**src/rtl/reg_scoreboard_if.sv**
```systemverilog
// Issue / writeback / status bundle for the decode-stage register scoreboard.
interface reg_scoreboard_if #(
    parameter int unsigned NUM_REGS = 32
);
    // Issue side (driven by decode)
    logic                issue_valid;
    logic                issue_ready;
    logic [4:0]          issue_src_a;
    logic [4:0]          issue_src_b;
    logic                issue_use_a;
    logic                issue_use_b;
    logic                issue_wr;
    logic [4:0]          issue_dest;

    // Writeback side (same nets as the register file load/dest)
    logic                wb_load;
    logic [4:0]          wb_dest;

    // Pipeline squash
    logic                flush;

    // Status
    logic [NUM_REGS-1:0] busy_vec;
    logic                err_underflow;

    // Decode / writeback / flush control as seen by the pipeline
    modport master (
        output issue_valid, issue_src_a, issue_src_b, issue_use_a, issue_use_b,
               issue_wr, issue_dest, wb_load, wb_dest, flush,
        input  issue_ready, busy_vec, err_underflow
    );

    // Scoreboard side
    modport slave (
        input  issue_valid, issue_src_a, issue_src_b, issue_use_a, issue_use_b,
               issue_wr, issue_dest, wb_load, wb_dest, flush,
        output issue_ready, busy_vec, err_underflow
    );
endinterface

```
**src/rtl/reg_scoreboard.sv**
```systemverilog
// Register-hazard scoreboard: per-register pending-write counters between
// issue and register-file writeback, with a same-cycle writeback bypass.
module reg_scoreboard #(
    parameter int unsigned NUM_REGS = 32,
    parameter int unsigned CNT_W    = 2
) (
    input  logic            clk,
    input  logic            rst,
    reg_scoreboard_if.slave bus
);
    localparam int unsigned      IDX_W   = 5;
    localparam logic [CNT_W-1:0] CNT_MAX = {CNT_W{1'b1}};
    localparam logic [CNT_W-1:0] CNT_ONE = CNT_W'(1);

    // Entry 0 exists only to keep indexing simple; it is held at zero.
    logic [CNT_W-1:0]    r_count     [NUM_REGS];
    logic [CNT_W-1:0]    w_count_nxt [NUM_REGS];
    logic [NUM_REGS-1:0] r_busy_vec;
    logic                r_err_underflow;

    logic [CNT_W-1:0]    w_cnt_a;
    logic [CNT_W-1:0]    w_cnt_b;
    logic [CNT_W-1:0]    w_cnt_d;
    logic [CNT_W-1:0]    w_cnt_wb;

    logic                w_byp_a;
    logic                w_byp_b;
    logic                w_hz_a;
    logic                w_hz_b;
    logic                w_hz_d;
    logic                w_ready;
    logic                w_accept;
    logic                w_inc_wb;
    logic                w_underflow;

    logic [NUM_REGS-1:0] w_inc_vec;
    logic [NUM_REGS-1:0] w_dec_vec;

    // Count lookup for each index the hazard logic cares about; out-of-range
    // and x0 indices read as zero.
    always_comb begin
        w_cnt_a  = '0;
        w_cnt_b  = '0;
        w_cnt_d  = '0;
        w_cnt_wb = '0;
        for (int i = 1; i < NUM_REGS; i++) begin
            if (bus.issue_src_a == IDX_W'(i)) w_cnt_a  = r_count[i];
            if (bus.issue_src_b == IDX_W'(i)) w_cnt_b  = r_count[i];
            if (bus.issue_dest  == IDX_W'(i)) w_cnt_d  = r_count[i];
            if (bus.wb_dest     == IDX_W'(i)) w_cnt_wb = r_count[i];
        end
    end

    // Source/destination hazards and the issue handshake.
    always_comb begin
        // Final pending write landing this cycle is forwarded by the register file.
        w_byp_a  = bus.wb_load && (bus.wb_dest == bus.issue_src_a) && (w_cnt_a == CNT_ONE);
        w_byp_b  = bus.wb_load && (bus.wb_dest == bus.issue_src_b) && (w_cnt_b == CNT_ONE);

        w_hz_a   = bus.issue_use_a && (bus.issue_src_a != '0) && (w_cnt_a != '0) && !w_byp_a;
        w_hz_b   = bus.issue_use_b && (bus.issue_src_b != '0) && (w_cnt_b != '0) && !w_byp_b;

        // A saturated counter may still accept a write if one retires this cycle.
        w_hz_d   = bus.issue_wr && (bus.issue_dest != '0) && (w_cnt_d == CNT_MAX)
                   && !(bus.wb_load && (bus.wb_dest == bus.issue_dest));

        w_ready  = !bus.flush && !w_hz_a && !w_hz_b && !w_hz_d;
        w_accept = bus.issue_valid && w_ready;

        // Writeback to a register that gets its first pending write this same cycle.
        w_inc_wb = w_accept && bus.issue_wr && (bus.issue_dest == bus.wb_dest);

        w_underflow = bus.wb_load && (bus.wb_dest != '0) && (w_cnt_wb == '0)
                      && !w_inc_wb && !bus.flush;
    end

    // Per-register increment/decrement requests and next counter values.
    always_comb begin
        w_inc_vec      = '0;
        w_dec_vec      = '0;
        w_count_nxt[0] = '0;
        for (int i = 1; i < NUM_REGS; i++) begin
            w_inc_vec[i] = w_accept && bus.issue_wr && (bus.issue_dest == IDX_W'(i));
            w_dec_vec[i] = bus.wb_load && (bus.wb_dest == IDX_W'(i)) && (r_count[i] != '0);

            w_count_nxt[i] = r_count[i];
            if (bus.flush) begin
                w_count_nxt[i] = '0;
            end else if (w_inc_vec[i] && !w_dec_vec[i]) begin
                w_count_nxt[i] = r_count[i] + CNT_ONE;
            end else if (w_dec_vec[i] && !w_inc_vec[i]) begin
                w_count_nxt[i] = r_count[i] - CNT_ONE;
            end
        end
    end

    // Counter, busy vector and sticky underflow state.
    always_ff @(posedge clk) begin
        if (rst) begin
            for (int i = 0; i < NUM_REGS; i++) begin
                r_count[i] <= '0;
            end
            r_busy_vec      <= '0;
            r_err_underflow <= 1'b0;
        end else begin
            for (int i = 0; i < NUM_REGS; i++) begin
                r_count[i]    <= w_count_nxt[i];
                r_busy_vec[i] <= (w_count_nxt[i] != '0);
            end
            if (w_underflow) begin
                r_err_underflow <= 1'b1;
            end
        end
    end

    assign bus.issue_ready   = w_ready;
    assign bus.busy_vec      = r_busy_vec;
    assign bus.err_underflow = r_err_underflow;

endmodule

```
**src/flat_wrapper.sv**
```systemverilog
// flat-port wrapper written by rule: the top's interface ports become plain ports
module reg_scoreboard_flat 
#(
    parameter int unsigned NUM_REGS = 32,
    parameter int unsigned CNT_W    = 2
)
  (clk, rst, bus_issue_valid, bus_issue_src_a, bus_issue_src_b, bus_issue_use_a, bus_issue_use_b, bus_issue_wr, bus_issue_dest, bus_wb_load, bus_wb_dest, bus_flush, bus_issue_ready, bus_busy_vec, bus_err_underflow);
  reg_scoreboard_if #(.NUM_REGS(NUM_REGS)) bus_i ();
  input  logic clk;
  input  logic rst;
  input wire logic [$bits(bus_i.issue_valid)-1:0] bus_issue_valid;
  input wire logic [$bits(bus_i.issue_src_a)-1:0] bus_issue_src_a;
  input wire logic [$bits(bus_i.issue_src_b)-1:0] bus_issue_src_b;
  input wire logic [$bits(bus_i.issue_use_a)-1:0] bus_issue_use_a;
  input wire logic [$bits(bus_i.issue_use_b)-1:0] bus_issue_use_b;
  input wire logic [$bits(bus_i.issue_wr)-1:0] bus_issue_wr;
  input wire logic [$bits(bus_i.issue_dest)-1:0] bus_issue_dest;
  input wire logic [$bits(bus_i.wb_load)-1:0] bus_wb_load;
  input wire logic [$bits(bus_i.wb_dest)-1:0] bus_wb_dest;
  input wire logic [$bits(bus_i.flush)-1:0] bus_flush;
  output wire logic [$bits(bus_i.issue_ready)-1:0] bus_issue_ready;
  output wire logic [$bits(bus_i.busy_vec)-1:0] bus_busy_vec;
  output wire logic [$bits(bus_i.err_underflow)-1:0] bus_err_underflow;
  assign bus_i.issue_valid = bus_issue_valid;
  assign bus_i.issue_src_a = bus_issue_src_a;
  assign bus_i.issue_src_b = bus_issue_src_b;
  assign bus_i.issue_use_a = bus_issue_use_a;
  assign bus_i.issue_use_b = bus_issue_use_b;
  assign bus_i.issue_wr = bus_issue_wr;
  assign bus_i.issue_dest = bus_issue_dest;
  assign bus_i.wb_load = bus_wb_load;
  assign bus_i.wb_dest = bus_wb_dest;
  assign bus_i.flush = bus_flush;
  assign bus_issue_ready = bus_i.issue_ready;
  assign bus_busy_vec = bus_i.busy_vec;
  assign bus_err_underflow = bus_i.err_underflow;
  reg_scoreboard #(.NUM_REGS(NUM_REGS), .CNT_W(CNT_W)) u_core (.clk(clk), .rst(rst), .bus(bus_i));
endmodule
```
**config.mk**
```make
export PLATFORM = sky130hd
export DESIGN_NAME = reg_scoreboard_flat
export DESIGN_NICKNAME = d
export VERILOG_FILES = /design/src/rtl/reg_scoreboard_if.sv /design/src/rtl/reg_scoreboard.sv /design/src/flat_wrapper.sv
export SDC_FILE = /design/constraint.sdc
export NUM_CORES = 1
export LEC_CHECK = 0
export CORE_MARGIN = 2
export CORE_UTILIZATION = 31
export DETAILED_ROUTE_END_ITERATION = 10
export HOLD_SLACK_MARGIN = 0.12
export RECOVER_POWER = 50
export SLEW_MARGIN = 20
export SYNTH_ARGS = -nofsm -noshare
export SYNTH_HDL_FRONTEND = slang
export SYNTH_SLANG_ARGS = --single-unit
```
**constraint.sdc**
```tcl
create_clock -name clk -period 6.2 [get_ports clk]
set_clock_uncertainty 0.1 [all_clocks]
set_input_delay 0.62 -clock clk [delete_from_list [all_inputs] [get_ports clk]]
set_output_delay 0.62 -clock clk [all_outputs]
set_load 0.01 [all_outputs]
```
==> results.md, run 1 <==
* Initial antenna violation count at 0
* Routed WL per cell at between 20 and 25 um
* Layout cells sized above 1 at ~7.5%
* Most frequent cells in the layout: nand2_1 (137), nor2_1 (97), a21oi_1 (96), dfxtp_1 (94), inv_1 (87)
* Maximum clock path buffer count at 2
* Post-Layout Cell Count at around 1800
* Post-Synthesis Cells at 1422
* Part of the power in registers at between 30% and 40%
* Worst setup SP type: input pin
* Top FF cell, synth: dfxtp_1
* Routability Congestion at between 1 and 1.5
* Crit path time final at roughly 5400 ps
* Clock-pin slew on the worst setup and hold paths at about 60 ps
* Tot Pwr at between 1500 and 2000 uW
* Clock latency on the worst-skew pair at roughly 370 ps
* Fin nets at 1456
* CTS H-tree lvls at 3
* Root Buffer Master: clkbuf_16
* CTS Buf Count at 9
* Clk sinks at between 90 and 100
* Sw Ratio at between 30% and 40%
* CTS tree: done
* Slew HR at 28.9%
* Hold_buf cts at 0
* Final Hold Vio Count at 0
* Unrepaired setup endpoints after global routing: false
* Die X at 187 um
* Min-delay worst type: register to register
* Most common cell after layout, fill and taps aside: nand2_1
* Clk pwr share at approximately two fifths
* Die Y at roughly 190 um
* Static Leak at approximately 0.0039 uW
* Pre-antenna DRT Iters at 6
* # Post-CTS Setup Buffers at 0
* Total grt overflow at 0
* Fin Setup TNS at 0 ps
* Pint at ~1100 uW
* Largest net degree at the start of global routing at 39
* Max Slew Vio Count at 0
* First-pass GRT wire length at around 64000 um
* Via/cell ratio at 6.14
* Post-route clock period utilization at approximately 90%
* I/O pins at 62
* DP Cell Count at about 1800
* Synth Net Count at roughly 1500
* FF+latch count, synth at between 90 and 100
* Post-synth EDFFs at 0
* CP required at 5480 ps
* Synth warn at 0
* Maximum VDD drop at between 0.0001 and 0.00015 V
* CP arrival at around 4700 ps
* Sw power at approximately 480 uW
* Worst setup EP type: primary output
* Vias at ~11000
* GRT Util Overall at a little under a quarter
* Setup CP Type: input pin to primary output
* Total of max-cap violations at 0
* Status: finished clean
* Drt total wl at 42500 um
* Post-synth ARST share at 0%
* Setup-failing EPs final at 0
* Initial core utilization at between 30% and 40%
* Worst Tran Pin Value at between 1000 and 1500 ps
* Row count at 66
* Vias in the first global route at 10600
* Highest Clock Rate at around 180 MHz
* Port Buffers at 60
* CTS resizes at 0
* Post-DRT Antenna Nets at 0
* Combinational Power Share at approximately 21%
* PwrDens at between 100 and 150 nW/um^2
* Yosys cell types at approximately 100
* Total core area at 32700 um^2
* Seq/Total Area, Yosys at 18.2%
* P&R area growth vs syn at 9.65%
* Die area at 34900 um^2
* Synthesized area at about 10000 um^2
* Syn Area/Cell at between 7 and 8 um^2
* DPL Wire Length at 31400 um
* CP Max Fanout at 20
* Initial DRC count at ~1300
* Drt drc at 0
* ANT cells at 0
* Filler instances at 3499
[final cells by class]
type	count	area, um^2	share of cell area (%)
multi-input cells	1119	7490	65.9
flip-flops and latches	94	1880	16.6
repair buffers	85	776	6.83
well taps	442	553	4.87
inverters	88	330	2.91
clock buffers	10	229	2.02
clock inverters	4	97.6	0.859
[synth_stat cells (all sizes together), types with 23 or more instances]
cell      n  share of area, %
a211oi   24               1.8
a21oi    98               4.8
buf      63               4.1
clkbuf   58               2.1
dfxtp    94                18
ha       31               3.7
inv      88               3.2
mux2i    78               7.5
nand2   139               5.1
nand2b   36               2.2
nand3    61               3.3
nor2     99               3.6
nor2b    23               1.4
nor3     65               3.2
nor4     27               1.7
o21ai    45               2.2
or3      33               2.0
[per-stage QoR]
step           utilization (%)  hold slack (ps)  worst slack [ps]  area (um^2)
2_1_floorplan                -              342              2790        10400
3_3_place_gp              33.8              408               856        11100
3_5_place_dp              33.8              402               873        11100
4_1_cts                   34.8              419              1020        11400
5_1_grt                   34.7              434               571        11400
6_report                  34.7              424               769        11400
[worst paths after layout]
| kind | start | endpoint | slack, ps | depth (start not counted) |
|---|---|---|---|---|
| worst max-delay path | bus_issue_dest[0] | bus_issue_ready | 770 | 11 |
| worst min-delay path | u_core.r_count[0][60] | u_core.bus.busy_vec[30] | 420 | 1 |
| worst max register to register | u_core.r_count[0][34] | u_core.bus.busy_vec[25] | 2030 | 11 |
| worst min register to register | u_core.r_count[0][60] | u_core.bus.busy_vec[30] | 420 | 1 |
[flip-flops by register name (all words and copies together), names as in the netlist]
| signal | count |
|---|---|
| u_core.bus.busy_vec | 31 |
| u_core.bus.err_underflow | 1 |
| u_core.r_count | 62 |
[worst max-delay path, stage by stage]
cell and delay [ps]:
dlygate4sd3_1 1060, clkbuf_1 440, nand4b_1 150, a21oi_1 220, nor4_1 70, a2111oi_0 670, a21oi_1 160, a211o_1 330
o211ai_4 300, nor2_1 160, clkdlybuf4s50_1 520
[power by group through the flow]
stage               Clock, uW  Sequential, uW  Combinational (uW)
floorplan                   0             620                 230
global placement            0             620                 318
detailed placement          0             620                 316
CTS                       659             606                 317
global route              680             606                 344
finish                    643             607                 323
[per-layer routing]
metal  part of all wire (%)  global-route usage (%)  up-vias  wire length [um]
met5                      0                       0        -                 0
met4                    4.6                    11.9        0              1940
met3                     10                    5.02      121              4350
met2                     43                    35.7      595             18200
met1                     42                    31.5     5383             17900
li1                       -                       -     5215                 -
[logic make-up after synthesis]
kind of cell               synth area share (%)
DFF                                        18.2
AOI/OAI and AO/OA                          25.9
and+or+nand+nor                            29.0
muxes                                      10.6
xor gates and xnor gates                   2.88
adders and majority gates                  3.96
buffers and inverters                      9.40
other                                    0.0362
Power figures use the tool's default switching activity.
==> run 2, diff against run 1 <==
--- a/config.mk
+++ b/config.mk
@@ -5,10 +5,13 @@
 export SDC_FILE = /design/constraint.sdc
 export NUM_CORES = 1
 export LEC_CHECK = 0
+export CAP_MARGIN = 15
 export CORE_MARGIN = 2
 export CORE_UTILIZATION = 31
 export DETAILED_ROUTE_END_ITERATION = 10
+export GPL_ROUTABILITY_DRIVEN = 0
 export HOLD_SLACK_MARGIN = 0.12
+export PLACE_DENSITY = 0.56
 export RECOVER_POWER = 50
 export SLEW_MARGIN = 20
 export SYNTH_ARGS = -nofsm -noshare
==> run 2 against run 1 <==
  * Routed wire length down 5.2%
  * Clock power down 16%
  * First-iteration DRC count down 1.1%
  * Largest cell class unchanged
  * Highest routed layer is now met5
==> results.md, run 2 (synthesized netlist as in run 1, its figures left out) <==
* Status: finished clean
* First-pass GRT wire length at 60800 um (-5.2%)
* Setup-failing EPs final at 0 (unchanged)
* Die area at 34900 um^2 (unchanged)
* GRT Util Overall at 22.3% (-1.3 points)
* Crit path cell chain: dlygate4sd3_1 -> clkbuf_1 -> nand2_1 -> nor3_1 -> a2111oi_0 -> a21oi_1 -> a211o_1 -> o211a_1 -> nand3_1 -> xor2_1 -> mux2_2
* Pint at 980 uW (-11%)
* Drt total wl at 40200 um (-5.2%)
* CP Max Fanout at 28 (+40%)
* Combinational Power Share at 21.9% (+1.3 points)
* Maximum VDD drop at 0.000103 V (-23%)
* Die X at 187 um (unchanged)
* Routed WL per cell at 21.8 um (-5.4%)
* Total core area at 32700 um^2 (unchanged)
* Static Leak at 0.00393 uW (about the same)
* Highest Clock Rate at 185 MHz (+0.68%)
* Via/cell ratio at 6.13 (-0.18%)
* Root Buffer Master: clkbuf_16
* Min Hold Slack at 427 ps (+3.58 ps)
* Worst setup SP type: input pin
* Largest net degree at the start of global routing at 54 (+38%)
* Part of the power in registers at 41.2% (+2.6 points)
* I/O pins at 62 (unchanged)
* Row count at 66 (unchanged)
* Worst Tran Pin Value at 976 ps (-87.4 ps)
* DPL Wire Length at 30200 um (-3.9%)
* PwrDens at 130 nW/um^2 (-6.2%)
* Initial DRC count at 1296 (-1.1%)
* Hold_buf cts at 0 (unchanged)
* Clock-pin slew on the worst setup and hold paths at 80 ps (+20 ps)
* CTS resizes at 0 (unchanged)
* CP arrival at 5550 ps (+840 ps)
* Final Hold Vio Count at 0 (unchanged)
* Crit path time final at 5390 ps (-36.9 ps)
* Pre-antenna DRT Iters at 6 (unchanged)
* # Post-CTS Setup Buffers at 0 (unchanged)
* Vias at 11300 (+0.035%)
* Sw power at 490 uW (+2.8%)
* Clock latency on the worst-skew pair at 370 ps (about the same)
* Slew HR at 34.9% (+6.1 points)
* Total of max-cap violations at 0 (unchanged)
* Largest Register: u_core.r_count
* Die Y at 187 um (unchanged)
* Layout cells sized above 1 at 7.98% (+0.48 points)
* Fin Setup TNS at 0 ps (unchanged)
* Tot Pwr at 1470 uW (-6.5%)
* Initial core utilization at 31.7% (unchanged)
* CP required at 6360 ps (+880 ps)
* CTS H-tree lvls at 3 (unchanged)
* Worst setup margin at 806 ps (+36.9 ps)
* Worst setup EP type: register
* Vias in the first global route at 10200 (-3.6%)
* Clk sinks at 94 (unchanged)
* CP max stage delay at 1010 ps (-50 ps)
* Drt drc at 0 (unchanged)
* Total grt overflow at 0 (unchanged)
* ANT cells at 0 (unchanged)
* Most common cell after layout, fill and taps aside: nand2_1
* Fin nets at 1458 (+0.14%)
* Max Slew Vio Count at 0 (unchanged)
* CTS Buf Count at 9 (unchanged)
* Buf+Inv Stages, Crit Path at 2 (-1)
* Port Buffers at 60 (unchanged)
* Placed inst area at 11100 um^2 (about the same)
* Setup CP Type: input pin to register
* Placement Setup Slack at 1110 ps (+234 ps)
* Initial antenna violation count at 1 (+1)
* Largest delay contributor family on the critical path: buffers and inverters
* Post-DRT Antenna Nets at 0 (unchanged)
* Largest register FFs at 62 (unchanged)
* Most frequent cells in the layout: nand2_1 (138), nor2_1 (97), a21oi_1 (96), dfxtp_1 (94), inv_1 (87)
* Post-route clock period utilization at 87.0% (-0.60 points)
* CTS tree: done
* Min-delay worst type: register to register
* Sw Ratio at 33.3% (+3.0 points)
* P&R area growth vs syn at 9.28%
* Maximum clock path buffer count at 2 (unchanged)
* Clk pwr share at 36.9% (-4.0 points)
* Slowest-stage cell, CP: dlygate4sd3_1
* Unrepaired setup endpoints after global routing: false
* Design Area, Final at 11300 um^2 (-0.34%)
run 2: routing by layer:
metal,track usage (%),share of wire (%)
met5,0,0.027
met4,8.52,3.6
met3,4.12,11
met1,31.2,43
met2,33.7,43
run 2: final timing paths:
path | start | end | cells past startpoint | slack, ps
hold / removal | u_core.bus.err_underflow | u_core.bus.err_underflow | 2 | 430
setup / recovery | bus_issue_dest[0] | u_core.r_count[0][58] | 11 | 810
setup reg to reg | u_core.r_count[0][36] | u_core.r_count[0][58] | 10 | 2010
hold reg to reg | u_core.bus.err_underflow | u_core.bus.err_underflow | 2 | 430
run 2: worst reg2reg max path, stage by stage, from the launching register on:
cell,delay [ps]
dfxtp_1,450
nor3b_1,260
o32ai_1,160
a2111oi_0,540
nor3_1,130
a31oi_1,240
o21ba_2,210
o211a_1,800
nand3_1,480
xor2_1,340
mux2_2,350
run 2: power by group through the flow:
stage | clock network, uW | logic, uW | registers (uW)
final | 543 | 322 | 606
after global routing | 583 | 341 | 606
after CTS | 561 | 314 | 606
after detailed placement | 0 | 313 | 620
after global placement | 0 | 312 | 620
after floorplan | 0 | 230 | 620
run 2: layout make-up:
| type | instances | area (um^2) |
|---|---|---|
| timing repair buffer | 87 | 785 |
| clock inverter | 7 | 50.0 |
| tap | 442 | 553 |
| fill | 3531 | 21400 |
| multi-input combinational | 1119 | 7490 |
| sequential | 94 | 1880 |
| inverter | 88 | 330 |
| clock buffer | 9 | 225 |
run 2: through the flow:
step	cells	utilization, %
3_3_place_gp	1830	33.8
6_report	1846	34.6
4_1_cts	1846	34.7
2_1_floorplan	1422	-
5_1_grt	1846	34.6
3_5_place_dp	1830	33.8
